File: config.mk
export PLATFORM = sky130hd
export DESIGN_NAME = ret_stack
export DESIGN_NICKNAME = d
export VERILOG_FILES = /design/src/rtl/ret_stack.sv
export SDC_FILE = /design/constraint.sdc
export NUM_CORES = 1
export LEC_CHECK = 0
export CELL_PAD_IN_SITES_DETAIL_PLACEMENT = 1
export CELL_PAD_IN_SITES_GLOBAL_PLACEMENT = 1
export CORE_ASPECT_RATIO = 1.75
export CORE_MARGIN = 3
export CORE_UTILIZATION = 45
export CTS_BUF_LIST = sky130_fd_sc_hd__clkbuf_4
export DETAILED_ROUTE_END_ITERATION = 16
export MAX_ROUTING_LAYER = met4
export PLACE_DENSITY = 0.78
export SYNTH_ARGS = -nofsm -noshare
export SYNTH_HDL_FRONTEND = slang
export SYNTH_SLANG_ARGS = --single-unit
File: constraint.sdc
create_clock -name clk -period 2.8 [get_ports clk]
set_input_delay 0.28 -clock clk [delete_from_list [all_inputs] [get_ports clk]]
set_output_delay 0.28 -clock clk [all_outputs]
set_load 0.02 [all_outputs]
File: src/rtl/ret_stack.sv
// Return-address LIFO with registered pop output and a sticky overflow/underflow flag.
// Define RET_STACK_WRAP_EN to make a push on a full stack overwrite the oldest entry instead of dropping it.
module ret_stack #(
    parameter int WIDTH = 16,
    parameter int DEPTH = 8
) (
    input  logic                     clk,
    input  logic                     rst,
    input  logic                     push,
    input  logic [0:WIDTH-1]         push_data,
    input  logic                     pop,
    input  logic                     err_clr,
    output logic [0:WIDTH-1]         pop_data,
    output logic                     pop_valid,
    output logic [$clog2(DEPTH):0]   depth,
    output logic                     full,
    output logic                     empty,
    output logic                     err
);

    localparam int AW = $clog2(DEPTH);
    localparam logic [AW:0]   FULL_COUNT = (AW+1)'(DEPTH);
    localparam logic [AW:0]   ONE_CNT    = (AW+1)'(1);
    localparam logic [AW-1:0] ONE_PTR    = AW'(1);

`ifdef RET_STACK_WRAP_EN
    localparam bit WRAP_EN = 1'b1;
`else
    localparam bit WRAP_EN = 1'b0;
`endif

    logic [0:WIDTH-1] mem [DEPTH];
    // top_reg is the next free slot; the live top entry sits one below it (modulo DEPTH)
    logic [AW-1:0] top_reg;
    logic [AW-1:0] top_next;
    logic [AW-1:0] top_idx;
    logic [AW:0]   count_reg;
    logic [AW:0]   count_next;

    logic swap;
    logic pop_only;
    logic push_only;
    logic push_write;
    logic underflow;
    logic overflow;
    logic take;

    assign top_idx = top_reg - ONE_PTR;
    assign depth   = count_reg;

    always_comb begin
        swap       = push && pop && !empty;
        pop_only   = pop && !push && !empty;
        push_only  = push && (!pop || empty);
        underflow  = pop && empty;
        overflow   = push_only && full;
        push_write = push_only && (!full || WRAP_EN);
        take       = swap || pop_only;

        top_next   = top_reg;
        count_next = count_reg;
        if (pop_only) begin
            top_next   = top_reg - ONE_PTR;
            count_next = count_reg - ONE_CNT;
        end else if (push_write) begin
            top_next = top_reg + ONE_PTR;
            // a wrapping push on a full stack advances the ring but keeps the count at DEPTH
            if (!full) begin
                count_next = count_reg + ONE_CNT;
            end
        end
    end

    always_ff @(posedge clk or posedge rst) begin
        if (rst) begin
            top_reg   <= '0;
            count_reg <= '0;
            full      <= 1'b0;
            empty     <= 1'b1;
            pop_valid <= 1'b0;
            pop_data  <= '0;
            err       <= 1'b0;
        end else begin
            top_reg   <= top_next;
            count_reg <= count_next;
            full      <= (count_next == FULL_COUNT);
            empty     <= (count_next == '0);
            pop_valid <= take;
            if (take) begin
                pop_data <= mem[top_idx];
            end
            if (underflow || overflow) begin
                err <= 1'b1;
            end else if (err_clr) begin
                err <= 1'b0;
            end
        end
    end

    // Storage is not reset; entries beyond the count are never observable.
    always_ff @(posedge clk) begin
        if (swap) begin
            mem[top_idx] <= push_data;
        end else if (push_write) begin
            mem[top_reg] <= push_data;
        end
    end

endmodule

==> impl_metrics.py <==
metrics = {
    "global_route": {
        "grt_pass1_vias": 3817,
        "antenna_found_initial": 1,
        "grt_pass1_wl_um": 21190,
        "grt_usage_pct": 19.58,
        "grt_max_degree": 70,
        "gr-total-overflow": 0,
    },
    "yosys": {
        "synth_top_area_share_pct": 62.71,
        "synth_edf_count": 128,
        "synth_common_cells": "128 x edfxtp_1, 32 x mux2_2, 32 x mux2i_1, 26 x dfrtp_1, 19 x nand2_1",
        "ys_ff_latch": 155,
        "postSynthCellCount": 367,
        "syn_nets": 392,
        "synth_area_leaders": "edfxtp_1 63%, dfrtp_1 11%, mux2_2 5.9%",
        "ys.flop_type": "edfxtp_1",
        "yosys_warnings": 0,
        "yosysMostFrequentCell": "edfxtp_1",
        "yosysTopAreaCell": "edfxtp_1",
        "async_flop_share_pct": 17.42,
        "synth.distinct_cells": 38,
        "seq_area_frac_synth_pct": 73.75,
        "synth_area_um2": 6130,
        "avgSynthCellArea_um2": 16.70,
    },
    "sta": {
        "setup_viol_count_final": 0,
        "fmax_mhz": 415.6,
        "final.setup.tns_ns": 0,
        "fin_ws_ns": 0.3936,
        "slew_headroom_pct": 29.35,
        "worstMarginPinSlew_ns": 1.059,
        "fin_crit_sh_pct": 85.94,
        "finClkSkew_ns": 0.01280,
        "final_hold_viol_count": 0,
        "fin_crit_ns": 2.406,
        "drv_slew": 0,
        "rsz0062_at_grt": "no",
    },
    "placement": {
        "dpl_worst_slack_ns": 0.1607,
        "gp_congestion": 0.8385,
        "place_area_um2": 6863,
        "io_buffers": 44,
        "dp_hpwl_um": 8997,
        "dp.cells": 585,
    },
    "die": {
        "ios": 45,
        "die_x_um": 94.23,
        "placementRows": 55,
        "die_h_um": 160.4,
        "fp.coreArea_um2": 13140,
        "start_util_pct": 46.63,
        "die_area_um2": 15110,
    },
    "flow_run": {
        "maxCapViolations": 0,
    },
    "cts": {
        "root_buffer": "clkbuf_4",
        "cts_setup_buffers": 0,
        "clk_pin_slew_ns": 0.13,
        "htreeDepth": 4,
        "cts_hold_buf": 0,
        "clockBufferDepth": 2,
        "clk_latency_ns": 0.52,
        "cts_tree": "yes",
        "numCtsBuffers": 17,
        "cts.sinks": 155,
        "cts_resized": 0,
    },
    "worst_setup_path": {
        "required_ns": 2.95,
        "critPathMaxFanout": 16,
        "r2r_end": "mem[6][15]",
        "arrival_ns": 2.56,
        "r2r_slack_ns": 0.39,
        "start_kind": "register",
        "path_class": "register to register",
        "reg2reg_depth": 5,
        "reg2reg_from": "empty",
        "cp-end-kind": "register",
    },
    "layout": {
        "syn_to_final_growth_pct": 16.35,
        "drive_gt1_share_pct": 20.85,
        "final_nets": 458,
        "largest_register_ffs": 128,
        "final_cell_area_um2": 7132,
        "largest-register": "mem",
        "layoutNonFillerInstCount": 618,
    },
    "drt": {
        "viasPerCell": 5.505,
        "totalWireLength_um": 13270,
        "vias": 3402,
        "drt_iter0_drc": 183,
        "drc": 0,
        "firstDrtPassIters": 6,
        "avgRoutedWirePerCell_um": 21.47,
        "drtAntennaViolNets": 0,
    },
    "pwr": {
        "report.power.total_uw": 8425,
        "irDropWorstVdd_v": 0.0008693,
        "leakagePower_uw": 0.002521,
        "power_density_nw_per_um2": 1181,
    },
    "outcome": {
        "run_status": "finished clean",
    },
    "worst_hold_path": {
        "hold_class": "primary input to async pin",
    },
}
report_power, final:
group,switching [uW],total (uW),leakage [uW],internal [uW]
Sequential,252,3350,0.00148,3100
Combinational,2100,3810,0.000896,1720
Clock,804,1260,0.000144,456
layer usage:
layer	part of all wire (%)	GRT usage (%)
met5	0	-
met4	1.5	6.640
met3	2.8	3.749
met2	55	32.66
met1	41	23.72
metrics by stage:
| stage | hold WS (ns) | utilization (%) |
|---|---|---|
| floorplan | 0.3320 | - |
| global placement | 0.4686 | 52.19 |
| detailed placement | 0.4769 | 52.21 |
| CTS | 0.3053 | 54.24 |
| global route | 0.2913 | 54.26 |
| finish | 0.3232 | 54.26 |
worst max-delay path by stage:
stage                       to  slack (ns)       start
floorplan            mem[1][0]        0.04  top_reg[0]
global placement     mem[6][4]       -0.09         pop
detailed placement   mem[6][8]        0.16         pop
CTS                 mem[6][15]        0.31       empty
global route        mem[4][15]        0.22  top_reg[1]
finish              mem[6][15]        0.39       empty
kinds of logic (layout without fill, tap and decap cells):
family	count (synthesis)	in the layout	share of synthesized area [%]
flops	155	155	73.75
buf+inv	24	103	2.041
fa+ha+maj	4	4	0.8165
compound gates	64	64	7.267
mux	64	64	11.10
simple gates	48	48	3.756
xor+xnor	8	8	1.266
other cells	0	1	0
worst max-delay path: stages, from the launching register on:
cell	delay, ns
dfstp_2	0.58
nand2b_1	0.18
clkinv_1	0.12
nor4_1	0.24
o21ai_0	0.20
nor2_2	0.71
area by class of cell:
class                           count  area, um^2
Sequential cell                   155        4521
Tap cell                          171       214.0
Clock inverter                     15       138.9
Fill cell                        1238        6012
Multi-Input combinational cell    188        1499
Inverter                            7       26.28
Timing Repair Buffer               64       603.1
Clock buffer                       17       127.6
Antenna cell                        1       2.502
layout by cell type, fill, tap and decap left out, types with 16 or more instances in the layout:
cell | netlist | layout
edfxtp_1 | 128 | 128
clkdlybuf4s50_1 | 0 | 44
mux2i_1 | 32 | 32
mux2_2 | 32 | 32
dfrtp_1 | 26 | 26
nand2_1 | 19 | 19
buf_4 | 5 | 19
o22ai_1 | 17 | 17
clkbuf_4 | 0 | 17
a221o_1 | 16 | 16
No activity file was read; power rests on OpenSTA's default activity.
